$ cat src/rtl/keypad_pkg.sv
`default_nettype none
// ============================================================================
// Module      : keypad_pkg
// Description : Shared types and constants for the 4x4 keypad entry block:
//               FSM state encoding, row count and the row/column keymap.
// Revision    : 1.0 - initial release
// ============================================================================
package keypad_pkg;

  localparam int NUM_ROWS = 4;

  typedef enum logic [1:0] {
    ST_SCAN     = 2'd0,
    ST_DEBOUNCE = 2'd1,
    ST_RELEASE  = 2'd2
  } state_t;

  // KEYMAP[row][col]; each 16-bit slice holds one row, col0 in the low nibble.
  //   r0 = 1 2 3 A, r1 = 4 5 6 B, r2 = 7 8 9 C, r3 = E(*) 0 F(#) D
  localparam logic [3:0][3:0][3:0] KEYMAP = 64'hDF0E_C987_B654_A321;

  // Index of the lowest active-low column; 0 when none is low.
  function automatic logic [1:0] lowest_low(input logic [3:0] cols_n);
    logic [1:0] idx;
    idx = 2'd0;
    for (int i = 3; i >= 0; i--) begin
      if (!cols_n[i]) idx = 2'(i);
    end
    return idx;
  endfunction

endpackage
`default_nettype wire

$ cat src/rtl/keypad_sync.sv
`default_nettype none
// ============================================================================
// Module      : keypad_sync
// Description : 4-bit two-flop synchronizer for the active-low column lines.
//               Resets to all ones so a reset never looks like a key press.
// Revision    : 1.0 - initial release
// ============================================================================
module keypad_sync (
  input  logic       clk,
  input  logic       reset,
  input  logic [3:0] d_n,
  output logic [3:0] q_n
);

  logic [3:0] meta_n;

  // Two back-to-back flops bring the asynchronous columns into the clk domain.
  always_ff @(posedge clk or posedge reset) begin
    if (reset) begin
      meta_n <= 4'hF;
      q_n    <= 4'hF;
    end else begin
      meta_n <= d_n;
      q_n    <= meta_n;
    end
  end

endmodule
`default_nettype wire

$ cat src/rtl/keypad_entry.sv
`default_nettype none
// ============================================================================
// Module      : keypad_entry
// Description : 4x4 matrix keypad scanner with debounce, single-shot key
//               acceptance and an 8-digit hex entry shift register.
// Revision    : 1.0 - initial release
// ============================================================================
module keypad_entry #(
  parameter int SCAN_DIV       = 100000,
  parameter int DEBOUNCE_SCANS = 4
) (
  input  logic        clk,
  input  logic        reset,
  input  logic [3:0]  col_n,
  input  logic        clear,
  output logic [3:0]  row_n,
  output logic        key_valid,
  output logic [3:0]  key_code,
  output logic [31:0] value,
  output logic [3:0]  digit_count
);

  import keypad_pkg::*;

  localparam int                DIV_W      = $clog2(SCAN_DIV);
  localparam int                CNT_W      = $clog2(DEBOUNCE_SCANS + 1);
  localparam logic [DIV_W-1:0]  DIV_LAST   = DIV_W'(SCAN_DIV - 1);
  localparam logic [CNT_W-1:0]  CNT_DONE   = CNT_W'(DEBOUNCE_SCANS);
  localparam logic [2:0]        REARM_DONE = 3'(NUM_ROWS);

  logic [3:0]       col_s;
  logic [DIV_W-1:0] div;
  logic             sample;
  state_t           state, state_nx;
  logic [1:0]       row, row_nx;
  logic [1:0]       col_lat, col_lat_nx;
  logic [CNT_W-1:0] cnt, cnt_nx, cnt_inc;
  logic             armed, armed_nx;
  logic [2:0]       rearm, rearm_nx, rearm_inc;
  logic             any_low;
  logic             accept;
  logic [3:0]       accept_code;

  keypad_sync u_sync (
    .clk   (clk),
    .reset (reset),
    .d_n   (col_n),
    .q_n   (col_s)
  );

  assign sample      = (div == DIV_LAST);
  assign any_low     = (col_s != 4'hF);
  assign cnt_inc     = cnt + 1'b1;
  assign rearm_inc   = rearm + 3'd1;
  assign row_n       = ~(4'b0001 << row);
  assign accept_code = KEYMAP[row][col_lat_nx];

  // Row-period divider; its terminal count is the only column sample point.
  always_ff @(posedge clk or posedge reset) begin
    if (reset) begin
      div <= '0;
    end else if (sample) begin
      div <= '0;
    end else begin
      div <= div + 1'b1;
    end
  end

  // FSM state register.
  always_ff @(posedge clk or posedge reset) begin
    if (reset) begin
      state <= ST_SCAN;
    end else begin
      state <= state_nx;
    end
  end

  // Next-state logic. After reset the scanner stays disarmed until a full
  // row rotation reads idle, so a key held through reset is never reported.
  always_comb begin
    state_nx   = state;
    row_nx     = row;
    col_lat_nx = col_lat;
    cnt_nx     = cnt;
    armed_nx   = armed;
    rearm_nx   = rearm;
    accept     = 1'b0;
    if (sample) begin
      case (state)
        ST_SCAN: begin
          if (!armed) begin
            row_nx = row + 2'd1;
            if (any_low) begin
              rearm_nx = 3'd0;
            end else begin
              rearm_nx = rearm_inc;
              if (rearm_inc == REARM_DONE) armed_nx = 1'b1;
            end
          end else if (any_low) begin
            col_lat_nx = lowest_low(col_s);
            if (CNT_DONE == CNT_W'(1)) begin
              accept   = 1'b1;
              state_nx = ST_RELEASE;
              cnt_nx   = '0;
            end else begin
              state_nx = ST_DEBOUNCE;
              cnt_nx   = CNT_W'(1);
            end
          end else begin
            row_nx = row + 2'd1;
          end
        end
        ST_DEBOUNCE: begin
          if (!col_s[col_lat]) begin
            cnt_nx = cnt_inc;
            if (cnt_inc == CNT_DONE) begin
              accept   = 1'b1;
              state_nx = ST_RELEASE;
              cnt_nx   = '0;
            end
          end else begin
            state_nx = ST_SCAN;
            cnt_nx   = '0;
            row_nx   = row + 2'd1;
          end
        end
        ST_RELEASE: begin
          if (any_low) begin
            cnt_nx = '0;
          end else if (cnt_inc == CNT_DONE) begin
            state_nx = ST_SCAN;
            cnt_nx   = '0;
          end else begin
            cnt_nx = cnt_inc;
          end
        end
        default: begin
          state_nx = ST_SCAN;
          cnt_nx   = '0;
        end
      endcase
    end
  end

  // Scan datapath: current row, latched column, debounce and re-arm counters.
  always_ff @(posedge clk or posedge reset) begin
    if (reset) begin
      row     <= 2'd0;
      col_lat <= 2'd0;
      cnt     <= '0;
      armed   <= 1'b0;
      rearm   <= 3'd0;
    end else begin
      row     <= row_nx;
      col_lat <= col_lat_nx;
      cnt     <= cnt_nx;
      armed   <= armed_nx;
      rearm   <= rearm_nx;
    end
  end

  // Accepted-key outputs; clear wins over a coincident shift of value/count.
  always_ff @(posedge clk or posedge reset) begin
    if (reset) begin
      key_valid   <= 1'b0;
      key_code    <= 4'h0;
      value       <= 32'h0;
      digit_count <= 4'd0;
    end else begin
      key_valid <= accept;
      if (accept) key_code <= accept_code;
      if (clear) begin
        value       <= 32'h0;
        digit_count <= 4'd0;
      end else if (accept) begin
        value <= {value[27:0], accept_code};
        if (digit_count < 4'd8) digit_count <= digit_count + 4'd1;
      end
    end
  end

endmodule
`default_nettype wire

$ cat config.mk
export PLATFORM = sky130hd
export DESIGN_NAME = keypad_entry
export DESIGN_NICKNAME = d
export VERILOG_FILES = /design/src/rtl/keypad_pkg.sv /design/src/rtl/keypad_sync.sv /design/src/rtl/keypad_entry.sv
export SDC_FILE = /design/constraint.sdc
export NUM_CORES = 1
export LEC_CHECK = 0
export CAP_MARGIN = 40
export CORE_UTILIZATION = 45
export CTS_BUF_LIST = sky130_fd_sc_hd__clkbuf_2
export DETAILED_ROUTE_END_ITERATION = 7
export GPL_TIMING_DRIVEN = 0
export PLACE_DENSITY = 0.75
export REMOVE_ABC_BUFFERS = 1
export SLEW_MARGIN = 20
export SYNTH_ARGS = -nofsm -noshare
export SYNTH_HDL_FRONTEND = slang
export SYNTH_SLANG_ARGS = --single-unit
$ cat constraint.sdc
create_clock -name clk -period 5.6 [get_ports clk]
set_clock_uncertainty 0.05 [all_clocks]
set_input_delay 1.4 -clock clk [delete_from_list [all_inputs] [get_ports clk]]
set_output_delay 1.4 -clock clk [all_outputs]
set_load 0.02 [all_outputs]
==> results.md, run 1 <==
- The run finished with clean final reports.
- The switching share of power is 0.239.
- The number of synthesized register bits is 79.
- STA puts the critical path data arrival time at 2.13 ns.
- For this design, the sink count on the clock tree is 79.
- The data required time of the critical path is 4.15 ns.
- From synthesis to final layout, the design area changed by 20.3%.
- The clock passes through at most 2 buffers.
- The worst hold path endpoint is u_sync.q_n[1]$_DFF_PP1_.
- The worst setup path is of the register to primary output kind.
- The total global routing track utilization is 0.182.
- The number of top-level pins is 52.
- The HPWL after detailed placement is 4.82 mm.
- The highest attainable clock frequency is 0.279 GHz.
- The number of routed nets with antenna violations is 0.
- The width of the die is slightly above 90 um.
- The most frequently used flop master after synthesis is dfrtp_1.
- Of the cells placed in the final design, the portion with a size suffix greater than 1 is 0.0924.
- The number of buffers inserted by post-CTS setup repair is 0.
- The detailed router finished its first iteration with 115 violations.
- The wire length of the first global-routing pass is 11.9 mm.
- During synthesis, Yosys emitted a total of 0 warnings.
- The endpoint of the most critical register-to-register path is value[0]$_DFFE_PP0P_.
- The most frequent cell after synthesis is nand2_1.
- The total wire length is just under 7 mm.
- Across the VDD grid, the largest voltage drop is 0.129 mV.
- The maximum number of pins on one net before global-route repair is 50.
- The part of the Yosys area used for sequential elements is 0.553.
- The hold path startpoint is u_sync.meta_n[1]$_DFF_PP1_.
- The total number of placement rows is 32.
- By count the netlist is led by nand2_1 (84), dfrtp_1 (71), a21oi_1 (37).
- The number of vias in the routed layout is 2753.
- The post-cts sizing count is 0.
- The height of the die is 91.4 um.
- Once layout is complete, the utilization of the core stands at 0.559.
- Counting instances, the worst hold path has a depth of 0.
- The analysis attributes to net switching a power of 201 uW.
- In this run the worst path has a maximum fanout of 8.
- Clock-pin slew was measured on the worst setup and hold paths at 0.19 ns.
- At the end of the flow, the number of nets in the layout was 436.
- The floorplan step defined a core boundary enclosing 7730 sq um.
- The count of buffers added on input and output ports is 51.
- The synthesized netlist cell count is roughly 370.
- The tightest slew margin relative to the limit is 0.514.
- The biggest area consumer among synthesized cells is dfrtp_1.
- The power density relative to cell area is 195 nW/um^2.
- STA classifies the critical path startpoint as a register.
- The total leakage power is 0.00191 uW.
- Clock tree synthesis selected as its root buffer the cell clkbuf_2.
- The overall overflow remaining after global route is 0.
- The final-layout setup total negative slack is 0 ns.
- In this run, CTS created clock tree buffers numbering 9.
- After synthesis, the mean cell area works out to 9.85 sq um.
- The sequential share of power is 0.686.
- The H-tree generated during clock tree synthesis spans 3 levels.
- TritonCTS built the clock tree.
- The proportion of netlist area held by the largest area contributor is 0.494.
- Summing every instance area after synthesis gives 3590 sq um.
- After synthesis, the cell types taking the most area are dfrtp_1 (49%), nand2_1 (8.8%), dfstp_2 (5.8%).
- The synthesized design contains 0 enable-type register cells.
- The internal power of the cells totals between 600 and 700 uW.
- The later pin in the worst-skew pair is clocked with a latency of 0.51 ns.
- The number of pins exceeding their max-slew limit in the final report is 0.
- The initial antenna violation count was 0.
- Of the total power, the clock network draws 0.286.
- The total count of hold-check failures in the final report is 0.
- The cell depth of the worst flop-to-flop path is 8.
- The die area is 8350 sq um.
- The launch point of the worst reg-to-reg path is div[13]$_DFF_PP0_.
- The detailed-route DRC error count is 0.
- The tightest min-delay check is of the register to register type.
- The proportion of synthesized flip-flops having asynchronous set or reset is 1.00.
- The number of detailed-route iterations in the first pass is 4.
- The part of the cycle the worst path needs is 0.639.
- The time the worst path needs with I/O delays and setup is 3.58 ns.
- Counting distinct cell types in the post-synthesis netlist gives 48.
- The routed length per instance is 13.2 um.
- The last weighted congestion value of the routability-driven placer is a little under 0.8.
- The hold buffer count at CTS is 0.
- The ratio of routed vias to standard cells is 5.25.
- Setup repair after global routing left no endpoint under its margin.
- The slew at the pin closest to its max-slew limit is 0.728 ns.
- The final setup violation count is 0.
- The effective utilization at floorplan is 0.465.
- In this run the register-to-register setup slack is approximately 2.6 ns.
- The diode insertion count for antenna repair is 0.
- The sort of element at the end of the critical path is a primary output.
- The max capacitance violation total is 0.
- The share of total power dissipated in combinational logic is 0.028.
- The number of global-route vias before repair came to 2580.
[routing by layer]
layer  track usage  up-vias  wire length, um
met3        0.0528       11              310
met1         0.233     1323             3240
met4        0.0542        0               95
met2         0.299       71             3240
met5             0        -                0
li1              -     1348                -
[power by group through the flow]
| stage | registers (uW) | clock network, uW | logic [uW] |
|---|---|---|---|
| global placement | 588 | 0 | 21.4 |
| finish | 578 | 241 | 23.2 |
| floorplan | 588 | 0 | 10.2 |
| detailed placement | 588 | 0 | 24.3 |
| global route | 579 | 278 | 27.1 |
| CTS | 578 | 254 | 24.4 |
[cells by family after synthesis]
| kind of cell | share of synthesized area |
|---|---|
| adder cells (fa/ha/maj) | 0.0418 |
| AND/OR/NAND/NOR | 0.214 |
| AO/OA/AOI/OAI | 0.110 |
| XOR/XNOR | 0.0414 |
| buffers and inverters | 0.0303 |
| flip-flops | 0.553 |
| multiplexers | 0.00940 |
[worst max path at each step]
stage                             startpoint                   end  slack, ns  depth (start not counted)
after detailed placement   div[13]$_DFF_PP0_  value[0]$_DFFE_PP0P_       2.56                          8
after CTS                 row[1]$_DFFE_PP0P_              row_n[1]       1.98                          4
after floorplan                        reset     armed$_DFFE_PP0P_       2.14                          1
after global routing      row[1]$_DFFE_PP0P_              row_n[1]       1.86                          4
after global placement                 reset    row[0]$_DFFE_PP0P_       0.92                          2
final                     row[1]$_DFFE_PP0P_              row_n[1]       2.02                          4
[stage by stage]
stage | instances | power [uW] | worst slack [ns] | instance area, sq um | hold WS (ns)
CTS | 524 | 857 | 1.98 | 4320 | 0.321
finish | 524 | 843 | 2.02 | 4320 | 0.320
detailed placement | 508 | 612 | 2.56 | 4240 | 0.297
global route | 524 | 884 | 1.86 | 4320 | 0.326
floorplan | 352 | 598 | 2.14 | 3550 | 0.295
global placement | 505 | 609 | 0.921 | 4180 | 0.296
[final cells by class]
cell class / instances / area (sq um)
Clock inverter: 5 / 27.5
Multi-Input combinational cell: 257 / 1500
Clock buffer: 11 / 55.1
Inverter: 16 / 62.6
Fill cell: 670 / 3400
Tap cell: 102 / 128
Sequential cell: 79 / 1990
Timing Repair Buffer: 54 / 559
[layout by cell type (no fill, tap or decap), drive strengths merged, types with 3 or more instances in the layout]
master and count:
dfrtp 71, clkinv 3, o21ai 11, nor3 9, dfstp 8, clkbuf 11
nand4 8, buf 4, a21o 3, and3 5, ha 12, nand2 84
xnor2 9, a21oi 37, inv 16, nor2 26, xor2 8, clkdlybuf4s50 50
nor4 3, nand3 7, nor2b 4
[flip-flops by register name, indices dropped and copies added, names as in the netlist]
register	cells
value	32
div	17
digit_count	4
key_code	4
u_sync.meta_n	4
u_sync.q_n	4
cnt	3
rearm	3
col_lat	2
row	2
state	2
armed	1
key_valid	1
[worst max-delay path: stages, from the launching register on]
cell and delay (ns):
dfrtp_1 0.53, inv_1 0.15, ha_1 0.24, inv_1 0.10
clkdlybuf4s50_1 0.61
(Power assumes the default switching activity.)
==> run 2: changes to the inputs <==
==> constraint.sdc (replaced) <==
create_clock -name clk -period 3.5 [get_ports clk]
set_clock_uncertainty 0.05 [all_clocks]
set_input_delay 0.875 -clock clk [delete_from_list [all_inputs] [get_ports clk]]
set_output_delay 0.875 -clock clk [all_outputs]
set_load 0.02 [all_outputs]
==> results of run 2 <==
The final DEF is identical to that of run 1. Status: complete, no violations.
Main changes from that run: setup slack after placement 2.56 ns -> 0.462 ns; setup slack after layout 2.02 ns -> 0.446 ns; register-to-register setup slack 2.57 ns -> 0.47 ns; total power 843 uW -> 1350 uW; worst IR drop on VDD 0.129 mV -> 0.207 mV
==> run 3: changes to the inputs <==
--- a/config.mk
+++ b/config.mk
@@ -12,6 +12,7 @@
 export GPL_TIMING_DRIVEN = 0
 export PLACE_DENSITY = 0.75
 export REMOVE_ABC_BUFFERS = 1
+export SKIP_LAST_GASP = 1
 export SLEW_MARGIN = 20
 export SYNTH_ARGS = -nofsm -noshare
 export SYNTH_HDL_FRONTEND = slang
==> results of run 3 <==
The final DEF is identical to that of run 1. Status: complete, no violations.
Main changes from that run: setup slack after placement 2.56 ns -> 0.462 ns; setup slack after layout 2.02 ns -> 0.446 ns; register-to-register setup slack 2.57 ns -> 0.47 ns; total power 843 uW -> 1350 uW; worst IR drop on VDD 0.129 mV -> 0.207 mV
